<file path="src/rtl/puf_id_tx.sv">
// puf_id_tx: serialises the error-corrected PUF ID as one UART-style frame
// (start bit, LSB-first data, optional even parity, stop bit).
//
// Handshake: I_data_v is a one-cycle strobe with no ready back-pressure.
// A strobe seen in IDLE is accepted on that edge and I_data is captured.
// This includes the single O_done cycle, so back-to-back frames carry no
// idle bit-time. A strobe seen while O_busy is high is dropped, the frame
// in flight is left untouched, and the sticky O_ovf flag is raised on the
// next edge.
module puf_id_tx #(
  parameter int DATA_BITS = 24,
  parameter int DIV_WIDTH = 8,
  parameter int BIT_DIV   = 4,
  parameter int PARITY_EN = 1
) (
  input  logic                 I_clk,
  input  logic                 I_rst,
  input  logic [DATA_BITS-1:0] I_data,
  input  logic                 I_data_v,
  input  logic                 I_ovf_clr,
  output logic                 O_tx,
  output logic                 O_busy,
  output logic                 O_done,
  output logic                 O_ovf
);

  // Bit counter wide enough to hold DATA_BITS without wrapping.
  localparam int CNT_W = $clog2(DATA_BITS + 1);

  localparam logic [CNT_W-1:0]     LAST_BIT = CNT_W'(DATA_BITS - 1);
  localparam logic [DIV_WIDTH-1:0] DIV_LAST = DIV_WIDTH'(BIT_DIV - 1);

  localparam logic [2:0] S_IDLE   = 3'd0;
  localparam logic [2:0] S_START  = 3'd1;
  localparam logic [2:0] S_DATA   = 3'd2;
  localparam logic [2:0] S_PARITY = 3'd3;
  localparam logic [2:0] S_STOP   = 3'd4;

  logic [2:0]           state;
  logic [2:0]           state_nxt;
  logic [DATA_BITS-1:0] shift_reg;
  logic [CNT_W-1:0]     bit_cnt;
  logic [DIV_WIDTH-1:0] div_cnt;
  logic                 parity_acc;
  logic                 done;
  logic                 ovf;

  logic bit_end;
  logic last_bit;
  logic accept;
  logic drop;

  // Per-cycle events: end of a bit period, final data bit, accept and drop.
  always_comb begin
    bit_end  = (div_cnt == DIV_LAST);
    last_bit = (bit_cnt == LAST_BIT);
    accept   = (state == S_IDLE) && I_data_v;
    drop     = (state != S_IDLE) && I_data_v;
  end

  // Next-state decode; every state except IDLE advances only at a bit end.
  always_comb begin
    state_nxt = state;
    case (state)
      S_IDLE:   if (I_data_v) state_nxt = S_START;
      S_START:  if (bit_end) state_nxt = S_DATA;
      S_DATA:   if (bit_end && last_bit) state_nxt = (PARITY_EN != 0) ? S_PARITY : S_STOP;
      S_PARITY: if (bit_end) state_nxt = S_STOP;
      S_STOP:   if (bit_end) state_nxt = S_IDLE;
      default:  state_nxt = S_IDLE;
    endcase
  end

  // State register; an asynchronous reset aborts any frame in flight.
  always_ff @(posedge I_clk or posedge I_rst) begin
    if (I_rst) begin
      state <= S_IDLE;
    end else begin
      state <= state_nxt;
    end
  end

  // Datapath: capture on accept, then divider, shifter and parity per bit.
  always_ff @(posedge I_clk or posedge I_rst) begin
    if (I_rst) begin
      shift_reg  <= '0;
      bit_cnt    <= '0;
      div_cnt    <= '0;
      parity_acc <= 1'b0;
    end else if (accept) begin
      shift_reg  <= I_data;
      bit_cnt    <= '0;
      div_cnt    <= '0;
      parity_acc <= 1'b0;
    end else if (state != S_IDLE) begin
      if (bit_end) begin
        div_cnt <= '0;
        if (state == S_DATA) begin
          shift_reg  <= shift_reg >> 1;
          parity_acc <= parity_acc ^ shift_reg[0];
          bit_cnt    <= bit_cnt + CNT_W'(1);
        end
      end else begin
        div_cnt <= div_cnt + DIV_WIDTH'(1);
      end
    end
  end

  // Done pulse for the first IDLE cycle after the stop bit completes.
  always_ff @(posedge I_clk or posedge I_rst) begin
    if (I_rst) begin
      done <= 1'b0;
    end else begin
      done <= (state == S_STOP) && bit_end;
    end
  end

  // Sticky overflow; a drop in the same cycle as a clear keeps it set.
  always_ff @(posedge I_clk or posedge I_rst) begin
    if (I_rst) begin
      ovf <= 1'b0;
    end else if (drop) begin
      ovf <= 1'b1;
    end else if (I_ovf_clr) begin
      ovf <= 1'b0;
    end
  end

  // Line driver, decoded straight from state so reset forces idle-high at once.
  always_comb begin
    O_tx = 1'b1;
    case (state)
      S_IDLE:   O_tx = 1'b1;
      S_START:  O_tx = 1'b0;
      S_DATA:   O_tx = shift_reg[0];
      S_PARITY: O_tx = parity_acc;
      S_STOP:   O_tx = 1'b1;
      default:  O_tx = 1'b1;
    endcase
  end

  // Status outputs.
  always_comb begin
    O_busy = (state != S_IDLE);
    O_done = done;
    O_ovf  = ovf;
  end

endmodule

</file>
<file path="config.mk">
export PLATFORM = sky130hd
export DESIGN_NAME = puf_id_tx
export DESIGN_NICKNAME = d
export VERILOG_FILES = /design/src/rtl/puf_id_tx.sv
export SDC_FILE = /design/constraint.sdc
export NUM_CORES = 1
export LEC_CHECK = 0
export CELL_PAD_IN_SITES_DETAIL_PLACEMENT = 1
export CELL_PAD_IN_SITES_GLOBAL_PLACEMENT = 1
export CORE_ASPECT_RATIO = 0.6
export CORE_UTILIZATION = 45
export DETAILED_ROUTE_END_ITERATION = 10
export PLACE_DENSITY = 0.93
export SETUP_SLACK_MARGIN = 0.05
export SLEW_MARGIN = 20
export SYNTH_ARGS = -nofsm -noshare
export SYNTH_HDL_FRONTEND = slang
export SYNTH_SLANG_ARGS = --single-unit
export TNS_END_PERCENT = 100
</file>
<file path="constraint.sdc">
create_clock -name I_clk -period 3.3 [get_ports I_clk]
set_input_delay 0.99 -clock I_clk [delete_from_list [all_inputs] [get_ports I_clk]]
set_output_delay 0.99 -clock I_clk [all_outputs]
set_load 0.05 [all_outputs]
</file>
==> reports/metrics.cfg, run 1 <==
[worst_setup_path]
path_max_fanout = 8
startpoint = state[2]$_DFFE_PP0P_
worstReg2RegStart = div_cnt[0]$_DFFE_PP0P_
critPathKind = reg -> out
worst_ep_required_time_ps = 2310
crit_path_start_kind = register
end_kind = output pin
critPathArrivalTime_ps = 2040

[synth]
synth_top_area_share_pct = 47.9
synthTopCellsByArea = dfrtp_1, a2bb2oi_2, o22ai_1, nand2_1, a22o_1
yosys.area.top_type = dfrtp_1
synthCells = 201
ys_seq_area_share_pct = 47.9
synth_cell_types = 45
ys_async_sr_fraction_pct = 100
syn-cell-area_sq_mm = 0.00224
syn_nets = 231
synth_edf_count = 0
ys.flop_type = dfrtp_1
avgSynthCellArea_sq_um = 11.2
yosysWarningCount = 0
ys_seq_elements = 43

[power]
total_power_w = 0.00238
power_density_mw_per_mm2 = 880
netSwitchingPower_w = 0.000941
ir_drop_mv = 0.279
clock_power_share_pct = 17.8
pwr-share-comb_pct = 41.3
seqPwrFrac_pct = 40.9
intPower_w = 0.00144
power.leakage_nw = 1.07
switching_share_pct = 39.5

[place]
place_ws_ps = 630
place_congestion = 0.846
place_hpwl_um = 4270
port-buffer-count = 31
placed_area_sq_mm = 0.00259

[routing]
wire_per_inst_um = 20.4
vias = 1799
drt-pass1-iter-count = 4
dr.first_iter.drc_count = 95
post-route-drc-count = 0
viasPerCell = 6.16
ant_nets = 0
wirelength_um = 5970

[cells_and_area]
nFillCells = 504
final_common_cell = dfrtp_1
num-nets-final = 258
syn_to_final_growth_pct = 20.6
largest_reg_flops = 24
antennaDiodeCount = 0
utilization_pct = 57.8
final_cell_area_sq_mm = 0.00271
drive_above_1_share_pct = 17.9
mostFrequentLayoutCells = dfrtp_1, clkdlybuf4s50_1, o22ai_1, a2bb2oi_2, nand2_1

[sta]
setup_viol_count_final = 0
tightest_slew_ps = 780
hold_viol = 0
finalCriticalPeriod_ps = 3030
tns_ps = 0
slew_headroom_pct = 47.9
skew_ps = 14.3
period_share_pct = 91.9
slew_violations = 0
rsz0062_at_grt = false
layout_setup_ws_ps = 268
fmax_mhz = 330

[clocking]
clk_path_buf_depth = 2
clkTransAtPathRegs_ps = 100
post_cts_buffers = 0
cts_htree_levels = 2
ctsHoldBuffers = 0
cts_resized = 0
cts-buffers-inserted = 5
cts_tree = done
clock_sinks = 43
insertion_delay_ps = 310
root_buffer = clkbuf_8

[die]
die_h_um = 56.7
core-area_sq_mm = 0.00468
boundaryPins = 32
start_util_pct = 47.9
die_x_um = 93.2
rows = 19
die_area_sq_mm = 0.00528

[min_path]
hp-start = bit_cnt[4]$_DFFE_PP0P_
min_path_type = reg -> reg

[global_routing]
grt_antenna_before_repair = 0
grt_start_max_net_pins = 44
grtUsageTotal_pct = 25.4
grt_pass1_wl_um = 10100
grt_pass1_vias = 1945
overflow = 0

[status]
status = complete, no violations

[job]
cap_violations = 0

## logic make-up (layout without fill, tap and decap cells)
group / after synthesis / after routing / share of synthesized area, %
compound gates: 80 / 80 / 31.9
xor+xnor: 1 / 1 / 0.390
fa+ha+maj: 2 / 2 / 1.11
buf+inv: 21 / 49 / 4.40
flops: 43 / 43 / 47.9
mux: 2 / 2 / 0.948
simple gates: 52 / 52 / 13.3
## synthesized netlist by cell type, drive strengths merged (2+ instances only)
library cell   n
a211o          2
a21o           2
a21oi          5
a22o           4
a2bb2oi       23
a31oi          4
a41oi          2
and3           3
buf            8
clkbuf         8
dfrtp         43
ha             2
inv            5
nand2         14
nand2b         2
nand3          8
nand4          4
nor2           8
nor3           3
nor4b          2
o211ai         2
o21ai          6
o22ai         24
or2            2
or3            2
## critical path, cell delays in order, from the launching register on
cell and delay [ps]:
dfrtp_1 490, or3_1 500, clkdlybuf4s50_1 740
## metrics by stage
step	hold slack, ps	instances
after floorplan	445	201
after global placement	469	284
after detailed placement	494	284
after CTS	509	292
after global routing	539	292
final	508	292
## final cells by class
type	instances	area [sq um]	share of cell area, %
timing repair buffer	36	348	12.9
tap	63	78.8	2.91
multi-input combinational	137	1070	39.6
inverter	5	18.8	0.693
clock buffer	5	68.8	2.54
clock inverter	3	43.8	1.62
sequential	43	1080	39.8
## path summary, 6_finish.rpt
check / to / cells after the start / slack [ps]
setup reg to reg: shift_reg[20]$_DFFE_PP0P_ / 6 / 910
hold / removal: bit_cnt[4]$_DFFE_PP0P_ / 1 / 510
setup / recovery: O_busy / 2 / 270
max in group asynchronous: shift_reg[19]$_DFFE_PP0P_ / 3 / 1770
hold reg to reg: bit_cnt[4]$_DFFE_PP0P_ / 1 / 510
min in group asynchronous: div_cnt[5]$_DFFE_PP0P_ / 3 / 1130
## routing by layer
layer	part of all wire, %	track usage (%)	vias up
met5	0	0	-
met2	47	42.0	42
met3	3.6	4.88	11
met1	47	33.6	921
li1	-	-	825
met4	1.8	8.13	0
## power groups by stage
stage	Sequential [W]	Clock [W]	Combinational [W]
after floorplan	0.000911	0	0.000780
after global placement	0.000943	0	0.000927
after detailed placement	0.000973	0	0.000987
after CTS	0.000966	0.000434	0.000986
after global routing	0.00100	0.000451	0.00108
final	0.000974	0.000424	0.000983
Note: power is estimated with default switching activity, not from simulation.
==> run 2, diff against run 1 <==
--- a/config.mk
+++ b/config.mk
@@ -8,6 +8,7 @@
 export CELL_PAD_IN_SITES_DETAIL_PLACEMENT = 1
 export CELL_PAD_IN_SITES_GLOBAL_PLACEMENT = 1
 export CORE_ASPECT_RATIO = 0.6
+export CORE_MARGIN = 1
 export CORE_UTILIZATION = 45
 export DETAILED_ROUTE_END_ITERATION = 10
 export PLACE_DENSITY = 0.93
==> results of run 2 <==
The final DEF is identical to that of run 1; final timing and power are the same.
